`src/rtl/sys_rx_cmd_ctrl_if.sv`:
```
// Bus between the UART RX side, the register file / ALU and the receive command controller.
// master = controller side, slave = UART RX / register file / ALU side.
interface sys_rx_cmd_ctrl_if #(
    parameter int Width      = 8,
    parameter int Addr_Width = 4
);
    logic [Width-1:0]      RX_P_Data;
    logic                  RX_D_VLD;
    logic                  ALU_OUT_VLD;
    logic                  WrEn;
    logic                  RdEn;
    logic [Addr_Width-1:0] Address;
    logic [Width-1:0]      WrData;
    logic                  ALU_EN;
    logic [3:0]            ALU_FUN;
    logic                  CLK_GATE_EN;

    modport master (
        input  RX_P_Data, RX_D_VLD, ALU_OUT_VLD,
        output WrEn, RdEn, Address, WrData, ALU_EN, ALU_FUN, CLK_GATE_EN
    );

    modport slave (
        output RX_P_Data, RX_D_VLD, ALU_OUT_VLD,
        input  WrEn, RdEn, Address, WrData, ALU_EN, ALU_FUN, CLK_GATE_EN
    );
endinterface

```
`src/rtl/sys_rx_cmd_ctrl.sv`:
```
// Receive-side command parser: turns UART byte frames into register-file writes/reads
// and ALU starts, with a silence timeout that abandons incomplete frames.
module sys_rx_cmd_ctrl #(
    parameter int Width      = 8,
    parameter int Addr_Width = 4,
    parameter int Timeout    = 1024
) (
    input  logic                  CLK,
    input  logic                  RST,
    sys_rx_cmd_ctrl_if.master     bus
);
    localparam int CW = $clog2(Timeout);

    localparam logic [Width-1:0] CMD_WR  = Width'(8'hAA);
    localparam logic [Width-1:0] CMD_RD  = Width'(8'hBB);
    localparam logic [Width-1:0] CMD_ALU = Width'(8'hCC);
    localparam logic [Width-1:0] CMD_FUN = Width'(8'hDD);

    typedef enum logic [2:0] {
        S_IDLE, S_WR_ADDR, S_WR_DATA, S_RD_ADDR, S_OPA, S_OPB, S_FUN, S_ALU_WAIT
    } state_t;

    state_t                state_q, state_d;
    logic [CW-1:0]         cnt_q, cnt_d;
    logic [Addr_Width-1:0] wr_addr_q, wr_addr_d;
    logic                  wr_en_q, wr_en_d;
    logic                  rd_en_q, rd_en_d;
    logic                  alu_en_q, alu_en_d;
    logic [Addr_Width-1:0] address_q, address_d;
    logic [Width-1:0]      wr_data_q, wr_data_d;
    logic [3:0]            alu_fun_q, alu_fun_d;
    logic                  gate_q, gate_d;

    logic                  expire_s;
    logic                  alu_done_s;
    logic [Addr_Width-1:0] addr_byte_s;

    // Next-state, strobe and hold-register computation.
    always_comb begin
        state_d   = state_q;
        wr_addr_d = wr_addr_q;
        wr_en_d   = 1'b0;
        rd_en_d   = 1'b0;
        alu_en_d  = 1'b0;
        address_d = address_q;
        wr_data_d = wr_data_q;
        alu_fun_d = alu_fun_q;

        expire_s    = (cnt_q == CW'(Timeout - 1));
        // A result in the ALU_EN cycle itself belongs to a previous operation.
        alu_done_s  = bus.ALU_OUT_VLD && !alu_en_q;
        addr_byte_s = bus.RX_P_Data[Addr_Width-1:0];

        case (state_q)
            S_IDLE: begin
                if (bus.RX_D_VLD) begin
                    if (bus.RX_P_Data == CMD_WR)       state_d = S_WR_ADDR;
                    else if (bus.RX_P_Data == CMD_RD)  state_d = S_RD_ADDR;
                    else if (bus.RX_P_Data == CMD_ALU) state_d = S_OPA;
                    else if (bus.RX_P_Data == CMD_FUN) state_d = S_FUN;
                    else                               state_d = S_IDLE;
                end else begin
                    state_d = S_IDLE;
                end
            end
            S_WR_ADDR: begin
                if (bus.RX_D_VLD) begin
                    wr_addr_d = addr_byte_s;
                    state_d   = S_WR_DATA;
                end else if (expire_s) begin
                    state_d = S_IDLE;
                end else begin
                    state_d = S_WR_ADDR;
                end
            end
            S_WR_DATA: begin
                if (bus.RX_D_VLD) begin
                    wr_en_d   = 1'b1;
                    address_d = wr_addr_q;
                    wr_data_d = bus.RX_P_Data;
                    state_d   = S_IDLE;
                end else if (expire_s) begin
                    state_d = S_IDLE;
                end else begin
                    state_d = S_WR_DATA;
                end
            end
            S_RD_ADDR: begin
                if (bus.RX_D_VLD) begin
                    rd_en_d   = 1'b1;
                    address_d = addr_byte_s;
                    state_d   = S_IDLE;
                end else if (expire_s) begin
                    state_d = S_IDLE;
                end else begin
                    state_d = S_RD_ADDR;
                end
            end
            S_OPA: begin
                if (bus.RX_D_VLD) begin
                    wr_en_d   = 1'b1;
                    address_d = Addr_Width'(0);
                    wr_data_d = bus.RX_P_Data;
                    state_d   = S_OPB;
                end else if (expire_s) begin
                    state_d = S_IDLE;
                end else begin
                    state_d = S_OPA;
                end
            end
            S_OPB: begin
                if (bus.RX_D_VLD) begin
                    wr_en_d   = 1'b1;
                    address_d = Addr_Width'(1);
                    wr_data_d = bus.RX_P_Data;
                    state_d   = S_FUN;
                end else if (expire_s) begin
                    state_d = S_IDLE;
                end else begin
                    state_d = S_OPB;
                end
            end
            S_FUN: begin
                if (bus.RX_D_VLD) begin
                    alu_en_d  = 1'b1;
                    alu_fun_d = bus.RX_P_Data[3:0];
                    state_d   = S_ALU_WAIT;
                end else if (expire_s) begin
                    state_d = S_IDLE;
                end else begin
                    state_d = S_FUN;
                end
            end
            S_ALU_WAIT: begin
                if (alu_done_s || expire_s) state_d = S_IDLE;
                else                        state_d = S_ALU_WAIT;
            end
            default: state_d = S_IDLE;
        endcase

        // Gate opens in OPB so the ALU clock runs before ALU_EN.
        gate_d = (state_d == S_OPB) || (state_d == S_FUN) || (state_d == S_ALU_WAIT);

        if ((state_d != state_q) || (state_q == S_IDLE)) cnt_d = {CW{1'b0}};
        else                                             cnt_d = cnt_q + CW'(1);
    end

    // State, timeout counter and registered outputs.
    always_ff @(posedge CLK or negedge RST) begin
        if (!RST) begin
            state_q   <= S_IDLE;
            cnt_q     <= {CW{1'b0}};
            wr_addr_q <= {Addr_Width{1'b0}};
            wr_en_q   <= 1'b0;
            rd_en_q   <= 1'b0;
            alu_en_q  <= 1'b0;
            address_q <= {Addr_Width{1'b0}};
            wr_data_q <= {Width{1'b0}};
            alu_fun_q <= 4'h0;
            gate_q    <= 1'b0;
        end else begin
            state_q   <= state_d;
            cnt_q     <= cnt_d;
            wr_addr_q <= wr_addr_d;
            wr_en_q   <= wr_en_d;
            rd_en_q   <= rd_en_d;
            alu_en_q  <= alu_en_d;
            address_q <= address_d;
            wr_data_q <= wr_data_d;
            alu_fun_q <= alu_fun_d;
            gate_q    <= gate_d;
        end
    end

    assign bus.WrEn        = wr_en_q;
    assign bus.RdEn        = rd_en_q;
    assign bus.ALU_EN      = alu_en_q;
    assign bus.Address     = address_q;
    assign bus.WrData      = wr_data_q;
    assign bus.ALU_FUN     = alu_fun_q;
    assign bus.CLK_GATE_EN = gate_q;
endmodule

```
`src/flat_wrapper.sv`:
```
// flat-port wrapper written by rule: the top's interface ports become plain ports
module sys_rx_cmd_ctrl_flat 
#(
    parameter int Width      = 8,
    parameter int Addr_Width = 4,
    parameter int Timeout    = 1024
)
  (CLK, RST, bus_RX_P_Data, bus_RX_D_VLD, bus_ALU_OUT_VLD, bus_WrEn, bus_RdEn, bus_Address, bus_WrData, bus_ALU_EN, bus_ALU_FUN, bus_CLK_GATE_EN);
  sys_rx_cmd_ctrl_if #(.Width(Width), .Addr_Width(Addr_Width)) bus_i ();
  input  logic CLK;
  input  logic RST;
  input wire logic [$bits(bus_i.RX_P_Data)-1:0] bus_RX_P_Data;
  input wire logic [$bits(bus_i.RX_D_VLD)-1:0] bus_RX_D_VLD;
  input wire logic [$bits(bus_i.ALU_OUT_VLD)-1:0] bus_ALU_OUT_VLD;
  output wire logic [$bits(bus_i.WrEn)-1:0] bus_WrEn;
  output wire logic [$bits(bus_i.RdEn)-1:0] bus_RdEn;
  output wire logic [$bits(bus_i.Address)-1:0] bus_Address;
  output wire logic [$bits(bus_i.WrData)-1:0] bus_WrData;
  output wire logic [$bits(bus_i.ALU_EN)-1:0] bus_ALU_EN;
  output wire logic [$bits(bus_i.ALU_FUN)-1:0] bus_ALU_FUN;
  output wire logic [$bits(bus_i.CLK_GATE_EN)-1:0] bus_CLK_GATE_EN;
  assign bus_i.RX_P_Data = bus_RX_P_Data;
  assign bus_i.RX_D_VLD = bus_RX_D_VLD;
  assign bus_i.ALU_OUT_VLD = bus_ALU_OUT_VLD;
  assign bus_WrEn = bus_i.WrEn;
  assign bus_RdEn = bus_i.RdEn;
  assign bus_Address = bus_i.Address;
  assign bus_WrData = bus_i.WrData;
  assign bus_ALU_EN = bus_i.ALU_EN;
  assign bus_ALU_FUN = bus_i.ALU_FUN;
  assign bus_CLK_GATE_EN = bus_i.CLK_GATE_EN;
  sys_rx_cmd_ctrl #(.Width(Width), .Addr_Width(Addr_Width), .Timeout(Timeout)) u_core (.CLK(CLK), .RST(RST), .bus(bus_i));
endmodule
```
`config.mk`:
```
export PLATFORM = sky130hd
export DESIGN_NAME = sys_rx_cmd_ctrl_flat
export DESIGN_NICKNAME = d
export VERILOG_FILES = /design/src/rtl/sys_rx_cmd_ctrl_if.sv /design/src/rtl/sys_rx_cmd_ctrl.sv /design/src/flat_wrapper.sv
export SDC_FILE = /design/constraint.sdc
export NUM_CORES = 1
export LEC_CHECK = 0
export ABC_AREA = 0
export CELL_PAD_IN_SITES_DETAIL_PLACEMENT = 0
export CELL_PAD_IN_SITES_GLOBAL_PLACEMENT = 2
export CORE_MARGIN = 2
export CORE_UTILIZATION = 33
export DETAILED_ROUTE_END_ITERATION = 10
export PLACE_DENSITY_LB_ADDON = 0.2
export SYNTH_ARGS = -nofsm -noshare
export SYNTH_HDL_FRONTEND = slang
export SYNTH_SLANG_ARGS = --single-unit
```
`constraint.sdc`:
```
create_clock -name CLK -period 1.8 [get_ports CLK]
set_clock_uncertainty 0.05 [all_clocks]
set_input_delay 0.36 -clock CLK [delete_from_list [all_inputs] [get_ports CLK]]
set_output_delay 0.36 -clock CLK [all_outputs]
set_load 0.02 [all_outputs]
```
== Word-level counts from Yosys, hierarchy flattened ==
Cells that the tools add are included.
W data, S select, Z words.
Storage, ports and cells
  logic and storage cells: 73
  register bits: 37
Cells by class
  add/sub/neg operators: 1
  multiplexer cells: 29
  reductions and logical operators: 13
  eq/ne operators: 20
Operators by type and width (number)
  $mux W3: 15
  $eq A8 B8 Y1 const B: 4
  $pmux W3 S8: 1
  $eq A3 B3 Y1 const B: 7
  $mux W4: 4
  $pmux W4 S4: 1
  $add A10 B1 Y10 const B: 1
  $eq A10 B10 Y1 const B: 1
  $mux W10: 1
  $ne A2 B2 Y1 const B: 4
  $eq A3 B2 Y1 const B: 2
  $reduce_and A2 Y1: 3
  $mux W1: 5
  $reduce_and A5 Y1: 1
  $logic_or A1 B1 Y1: 4
  $mux W2: 2
  $reduce_bool A4 Y1: 1
  $eq A3 B1 Y1 const B: 1
  $logic_not A3 Y1: 1
  $ne A3 B3 Y1: 1
  $reduce_or A3 Y1: 1
  $logic_and A1 B1 Y1: 1
  $logic_not A1 Y1: 1

== Logic depth before layout (Yosys ltp) ==
Gate-level depths: netlist (run 1).
  depth after elaboration: 10
  depth in mapped cells: 6
  depth with buffers taken out: 6

== Worst setup path before layout (run 1) ==
OpenSTA, ideal clock, no wires.
  path kind: register to register
  start: register u_core.cnt_q[0]
  end: register u_core.gate_q, in the netlist u_core.bus.CLK_GATE_EN
  library setup time: 0.141 ns
  setup slack: 0.241 ns
  data required time: 1.609 ns
  buffers on the path: 0
  data arrival time: 1.367 ns
  cell stages (with the launch flop): 7
  cells stage by stage: dfrtp_1 ha_1 and4_4 nand3_4 o221a_1 a31oi_1 a41oi_1
Between the ends
  word-level cells in the longest chain between the ends: 7
Ends and longest elaborated chain
  from (decl): line sys_rx_cmd_ctrl.sv:24  | logic [CW-1:0] cnt_q, cnt_d;
  from (signal assigned): line sys_rx_cmd_ctrl.sv:152  | cnt_q <= {CW{1'b0}};
  from (signal assigned): line sys_rx_cmd_ctrl.sv:163  | cnt_q <= cnt_d;
  $eq A10 B10 Y1 *: line sys_rx_cmd_ctrl.sv:49  | expire_s = (cnt_q == CW'(Timeout - 1));
  $mux W3, or another cell as far along: line sys_rx_cmd_ctrl.sv:117  | end else if (expire_s) begin
  $mux W3, or another cell as far along: line sys_rx_cmd_ctrl.sv:112  | if (bus.RX_D_VLD) begin
  $pmux W3 S8 *: line sys_rx_cmd_ctrl.sv:54  | case (state_q)
  $eq A3 B3 Y1: line sys_rx_cmd_ctrl.sv:142  | gate_d = (state_d == S_OPB) || (state_d == S_FUN) || (state_d == S_ALU_WAIT);
  $logic_or A1 B1 Y1: line sys_rx_cmd_ctrl.sv:142
  $logic_or A1 B1 Y1 *: line sys_rx_cmd_ctrl.sv:142
  net u_core.gate_d: line sys_rx_cmd_ctrl.sv:32  | logic gate_q, gate_d;
  to (signal assigned): line sys_rx_cmd_ctrl.sv:171  | gate_q <= gate_d;
  to (decl): line sys_rx_cmd_ctrl.sv:32
Mark *: on every way through the listed nets, which the timed path passes. The rest lies on a longest branch.
A chain may end at the register's enable or synchronous reset.

== Final worst setup path (run 1) ==
  start: input bus_RX_D_VLD
  end: register u_core.wr_addr_q[3]
Between the ends
  word-level cells in the longest chain between the ends: 1
Ends and longest elaborated chain
  from (decl): line flat_wrapper.sv:13  | input wire logic [$bits(bus_i.RX_D_VLD)-1:0] bus_RX_D_VLD;
  $reduce_and A2 Y1 (no line)
  to (signal assigned): line sys_rx_cmd_ctrl.sv:153  | wr_addr_q <= {Addr_Width{1'b0}};
  to (signal assigned): line sys_rx_cmd_ctrl.sv:164  | wr_addr_q <= wr_addr_d;
  to (decl): line sys_rx_cmd_ctrl.sv:25  | logic [Addr_Width-1:0] wr_addr_q, wr_addr_d;
Every way passes these cells.

==> results.sh, run 1 <==
export IMPL_status="finished clean"
export IMPL_htreeDepth=2
export IMPL_clkSlewWorstSetupHoldPaths_ns=0.07
export IMPL_synth_edf_count=0
export IMPL_cell_internal_pwr_mw=1.870
export IMPL_maxCapViolCount=0
export IMPL_post_drt_wl_per_cell_um=13.58
export IMPL_switching_power_uw=888.9
export IMPL_port_buffers=31
export IMPL_holdCritPathClass="flop to flop"
export IMPL_setup_viol=0
export IMPL_regToRegSetupSlack_ns=0.11
export IMPL_drt_first_pass_iters=4
export IMPL_grt_remaining_overflow=0
export IMPL_fin_crit_ns=1.715
export IMPL_drc=0
export IMPL_vias_per_cell=4.693
export IMPL_end_kind="flop"
export IMPL_cts_made_buffers=5
export IMPL_cts_tree="yes"
export IMPL_clock_latency_ns=0.28
export IMPL_cts_sink_count=37
export IMPL_ys_seq_area_share_pct=52.63
export IMPL_area_growth_pct=34.42
export IMPL_synth_cell_types=38
export IMPL_pwr_share_comb_pct=36.4
export IMPL_finalCritPeriodShare_pct=95.28
export IMPL_r2r_cells=6
export IMPL_synth_area_leader_cell="dfrtp_1"
export IMPL_async_reset_ff_share_pct=100.0
export IMPL_start_util_pct=34.23
export IMPL_r2r_end="u_core.bus.CLK_GATE_EN"
export IMPL_hold_viol_final=0
export IMPL_pre_cts_slack_ns=-0.2179
export IMPL_num_nets_final=230
export IMPL_die_y_um=77.01
export IMPL_r2r_start="u_core.cnt_q[0]"
export IMPL_final_layout_size_suffix_gt1_share_pct=23.04
export IMPL_synth_fp_nets=179
export IMPL_cts_setup_buffers=0
export IMPL_vias=1347
export IMPL_first_iter_violations=45
export IMPL_drt_wl_total_mm=3.897
export IMPL_fmaxAchievable_mhz=583.1
export IMPL_pwr_share_clk_pct=20.7
export IMPL_antenna_found_initial=0
export IMPL_synthCells=166
export IMPL_startpoint_type="primary input"
export IMPL_die_area_mm2=0.005931
export IMPL_yosys_warnings=0
export IMPL_grt_max_degree=20
export IMPL_final_cell_mix="dfrtp_1, clkdlybuf4s50_1, nand2_1"
export IMPL_power_per_cell_area_mw_per_mm2=1167
export IMPL_cp_startpoint="bus_RX_D_VLD"
export IMPL_synth_seq_cells=37
export IMPL_slew_headroom_pct=68.80
export IMPL_cp_max_fo=5
export IMPL_ant_nets=0
export IMPL_timing_setup_critical_path_class="primary input to flop"
export IMPL_rsz0062_at_grt="false"
export IMPL_grt_pass1_wl_mm=6.693
export IMPL_core_mm2=0.005140
export IMPL_place_area_mm2=0.002260
export IMPL_power_leakage_nw=1.063
export IMPL_avgSynthCellArea_um2=10.60
export IMPL_synth_top_area_share_pct=52.63
export IMPL_final_cell_area_mm2=0.002365
export IMPL_hp_start="u_core.bus.Address[2]"
export IMPL_syn_area_mm2=0.001759
export IMPL_diodes=0
export IMPL_clock_root_buffer="clkbuf_8"
export IMPL_peakVddDrop_mv=0.6294
export IMPL_ioPinCount=32
export IMPL_worst_slack_ns=0.08494
export IMPL_post_route_util_pct=46.01
export IMPL_place_gp_congestion=0.7624
export IMPL_min_to="u_core.bus.Address[2]"
export IMPL_cts_buffer_depth=2
export IMPL_crit_arrival_ns=1.83
export IMPL_synthTopCellsByArea="dfrtp_1, mux2_2, nand2_1, nor2_1, xor2_1"
export IMPL_synth_ff_type="dfrtp_1"
export IMPL_worstPathRequired_ns=1.92
export IMPL_grt_pass1_vias=1315
export IMPL_rows=26
export IMPL_hold_depth=2
export IMPL_tightest_slew_ns=0.4680
export IMPL_switching_share_pct=32.22
export IMPL_p_seq_share_pct=42.9
export IMPL_slew_viol_final=0
export IMPL_final_common_cell="dfrtp_1"
export IMPL_die_x_um=77.01
export IMPL_hpwlAfterDp_mm=2.928
export IMPL_grtUsageTotal_pct=14.44
Yosys cell counts, types with 3 or more instances:
master / instances
a21oi_1: 5
and3_1: 5
dfrtp_1: 37
inv_1: 6
mux2_2: 15
nand2_1: 20
nand2b_1: 3
nand3_1: 7
nor2_1: 18
o21ai_0: 8
xor2_1: 7
logic make-up (layout without fill, tap and decap cells):
family / after synthesis / in the layout / share of synthesized area (%)
multiplexers: 15 / 15 / 9.602
AND/OR/NAND/NOR: 69 / 69 / 20.84
adder cells (fa/ha/maj): 1 / 1 / 0.7111
flip-flops: 37 / 37 / 52.63
AO/OA/AOI/OAI: 25 / 25 / 9.033
XOR/XNOR: 9 / 9 / 4.481
buffers and inverters: 10 / 61 / 2.702
registers in the layout, indices dropped and copies added (netlist names):
signal / flops
u_core.bus.ALU_FUN: 4
u_core.state_q: 3
u_core.bus.RdEn: 1
u_core.bus.ALU_EN: 1
u_core.bus.Address: 4
u_core.bus.CLK_GATE_EN: 1
u_core.bus.WrData: 8
u_core.cnt_q: 10
u_core.wr_addr_q: 4
u_core.bus.WrEn: 1
metrics by stage:
stage | TNS (ns) | power, mW | hold WS, ns | cells
after floorplan | 0 | 1.732 | 0.01441 | 166
after global placement | -0.9082 | 2.181 | 0.2779 | 279
after detailed placement | -1.627 | 2.211 | 0.2949 | 279
after CTS | 0 | 2.808 | 0.4367 | 287
after global routing | 0 | 2.945 | 0.4666 | 287
final | 0 | 2.759 | 0.4307 | 287
worst max-delay path by stage:
stage	slack [ns]	end	cells past startpoint
6_report	0.08	u_core.wr_addr_q[3]	4
5_1_grt	0.01	u_core.bus.CLK_GATE_EN	6
4_1_cts	0.07	u_core.bus.CLK_GATE_EN	6
3_5_place_dp	-0.22	u_core.wr_addr_q[3]	4
3_3_place_gp	-0.15	u_core.wr_addr_q[2]	4
2_1_floorplan	0.24	u_core.bus.CLK_GATE_EN	6
worst max-delay path: stages:
cell and delay (ns):
clkdlybuf4s50_1 0.55, or2b_2 0.35, nor2_2 0.21, mux2_2 0.36
power by group through the flow:
stage | logic, mW | registers [mW] | clock network (mW)
after floorplan | 0.391 | 1.34 | 0
after global placement | 0.998 | 1.18 | 0
after detailed placement | 1.01 | 1.20 | 0
after CTS | 1.02 | 1.19 | 0.603
after global routing | 1.09 | 1.22 | 0.640
final | 1.00 | 1.18 | 0.571
layer usage:
metal / vias up / GRT usage [%] / share of wire (%)
li1: 676 / - / -
met1: 639 / 19.56 / 48
met2: 26 / 22.46 / 47
met3: 6 / 3.882 / 4.0
met4: 0 / 4.821 / 1.4
met5: - / 0 / 0
area by class of cell:
class	count	area (um^2)
Tap cell	70	87.58
Inverter	6	22.52
Fill cell	511	2775
Sequential cell	37	925.9
Timing Repair Buffer	48	447.9
Multi-Input combinational cell	119	794.5
Clock buffer	7	86.33
timing repair:
action | 4_1_cts | 5_1_grt
setup endpoints to repair | 0 | 1
hold buffers | 1 | 0
endpoints found under the hold margin | 18 | 0
gates resized for setup | 0 | 2
(Power assumes the default switching activity.)
==> run 2: changes to the inputs <==
- CTS_CLUSTER_DIAMETER: default -> 80
- CTS_CLUSTER_SIZE: default -> 24
==> results of run 2 <==
The final DEF is identical to that of run 1; final timing and power are the same.
==> run 3: changes to the inputs <==
- CTS_CLUSTER_SIZE: 24 -> 12
==> results of run 3 <==
The final DEF is identical to that of run 1; final timing and power are the same.
==> RTL edit (config.mk and constraints of run 1) <==
The 8 states of `state_t` get a one-hot encoding in 8 bits.
--- a/src/rtl/sys_rx_cmd_ctrl.sv
+++ b/src/rtl/sys_rx_cmd_ctrl.sv
@@ -17,6 +17,6 @@
     localparam logic [Width-1:0] CMD_FUN = Width'(8'hDD);
 
-    typedef enum logic [2:0] {
-        S_IDLE, S_WR_ADDR, S_WR_DATA, S_RD_ADDR, S_OPA, S_OPB, S_FUN, S_ALU_WAIT
+    typedef enum logic [7:0] {
+        S_IDLE = 8'b00000001, S_WR_ADDR = 8'b00000010, S_WR_DATA = 8'b00000100, S_RD_ADDR = 8'b00001000, S_OPA = 8'b00010000, S_OPB = 8'b00100000, S_FUN = 8'b01000000, S_ALU_WAIT = 8'b10000000
     } state_t;
 
Formal check against the unedited RTL: no difference found for any inputs over 4 cycles, from zero or initial values and one cycle with RST low; so few cycles prove little.
==> RTL edit against run 1 <==
The run now ends with setup timing left. Sequential cell count increased by 5. Total power fell by 11%. Highest routed layer unchanged. Count of clock-buffer cells in the layout shrank 2. Final area grew 60%. Synthesized area increased by 30%. Largest cell class is now multi-input gates. Utilization up 10 points. Via count rose by 62%. Routed wire length is 72% higher. Setup slack worse by 0.65 ns.
==> RTL edit: results <==
run_status:
  outcome: "finished, violations left"
  violations: "setup timing"
detailed_routing:
  via_per_inst: 5.06
  post_drt_wl_per_cell_um: 15.5
  dr.pass1.iters: 4
  first_iter_violations: 139
critical_path:
  crit_family: "simple AND/OR/NAND/NOR gates"
  cpPeakStageDelay_ns: 0.59
  crit_arrival_ns: 2.54
  crit_fanout: 5
  critical-path-slowest-cell: "or4_4"
  startpoint: "u_core.state_q[1]"
  r2r.worst_path.cells: 8
clock_network:
  clk_latency_ns: 0.31
  htreeDepth: 2
  cts_buffer_depth: 2
  clk_pin_slew_ns: 0.09
  root_buffer: "clkbuf_8"
pwr:
  leakage_nw: 1.76
  peakVddDrop_v: 0.000338
logic_synthesis:
  synth_common_cells: "dfrtp_1, nand2_1, nor3_1"
  ys_warn_count: 0
  synth_area_leaders: "dfrtp_1, nand2_1, mux2_2, nor3_1, nand3_1"
  synth.yosys.seq_area_share: 0.461
  yosysUniqueCellTypes: 54
  synthesis.nets: 239
sta:
  relSlewSlack: 0.668
  setup_violations: 36
  worst_slack_ns: -0.567
global_route:
  antenna_found_initial: 0
  gr-usage-all-layers: 0.189
  grt_pass1_wl_mm: 11.2
  grt_max_degree: 24
  grt_pass1_vias: 2263
hold_path:
  worstHoldStart: "u_core.bus.WrData[5]"
  hp-class: "flop to flop"
  holdPathStages: 2
final_layout:
  top_register: "u_core.cnt_q"
  n_fill_cell: 593
  diodes: 0
  drive_gt1_frac: 0.472
  nets: 364
placement:
  dp_hpwl_mm: 4.83
  routabilityCongestion: 0.827
  io_buffers: 31
RTL edit: changes by cell type in the layout (fill, tap and decap cells not counted), sizes merged, moves of 4 or more:
cell / before / now
a22oi: 0 / 6
nor2: 19 / 12
dfrtp: 37 / 41
buf: 17 / 96
mux2: 15 / 9
nor2b: 2 / 7
nand2: 21 / 37
and2: 1 / 5
o21ai: 8 / 2
nor3: 0 / 16
RTL edit: worst register-to-register path, stage by stage, from the launching register on:
cell	delay, ns
dfrtp_1	0.38
or4_4	0.59
buf_6	0.15
nor3_4	0.22
nand3b_1	0.12
a32oi_2	0.28
buf_4	0.17
nand4_4	0.15
nor3_2	0.20
RTL edit: stage by stage:
stage	setup TNS, ns	setup slack (ns)	cells	hold WS (ns)	area (sq um)
2_1_floorplan	-6.08	-0.501	226	0.0144	2310
3_3_place_gp	-10.70	-0.640	410	0.312	3290
3_5_place_dp	-10.34	-0.688	410	0.316	3290
4_1_cts	-7.71	-0.527	429	0.444	3640
5_1_grt	-12.91	-0.679	432	0.478	3790
6_report	-9.46	-0.567	432	0.437	3790
RTL edit: where the power goes:
part / total [mW] / switching [mW] / internal [mW] / leakage (nW)
clock network: 0.638 / 0.360 / 0.278 / 0.0408
registers: 1.00 / 0.0212 / 0.979 / 0.581
logic: 0.813 / 0.388 / 0.425 / 1.14
RTL edit: final timing paths:
kind                       slack, ns                   end
max in group asynchronous       0.70     u_core.state_q[5]
min                             0.44  u_core.bus.WrData[5]
min in group asynchronous       0.50  u_core.bus.WrData[5]
max                            -0.57       u_core.cnt_q[9]
min reg2reg                     0.44  u_core.bus.WrData[5]
max reg2reg                    -0.57       u_core.cnt_q[9]
RTL edit: cell type report:
type                            instances  area (sq um)  area share
Clock inverter                          3          23.8     0.00627
Sequential cell                        42          1050       0.278
Tap cell                               80           100      0.0264
Clock buffer                            5          68.8      0.0182
Inverter                                5          21.3     0.00561
Multi-Input combinational cell        170          1410       0.373
Timing Repair Buffer                  127          1110       0.293
RTL edit: layer usage:
layer  up-vias  GRT usage  share of wire
met5         -          0              0
met4         0     0.0448         0.0089
met3         6     0.0256          0.038
met2        41      0.312           0.48
met1      1062      0.263           0.47
li1       1075          -              -
RTL edit: kinds of logic (layout without fill, tap and decap cells):
group           count (synthesis)  count (layout)  synth area share
buf+inv                        15             140            0.0351
xor+xnor                       10              10            0.0384
simple gates                  121             122             0.312
fa+ha+maj                       1               1           0.00548
flops                          42              42             0.461
compound gates                 27              27            0.0976
mux                            10              10            0.0504
RTL edit: what timing repair did:
action,CTS,global route
setup endpoints to repair,38,40
resized for setup,34,33
pin swaps,11,25
buffers inserted,10,5
endpoints found under the hold margin,18,0
gates cloned,1,0
hold buffers,1,0
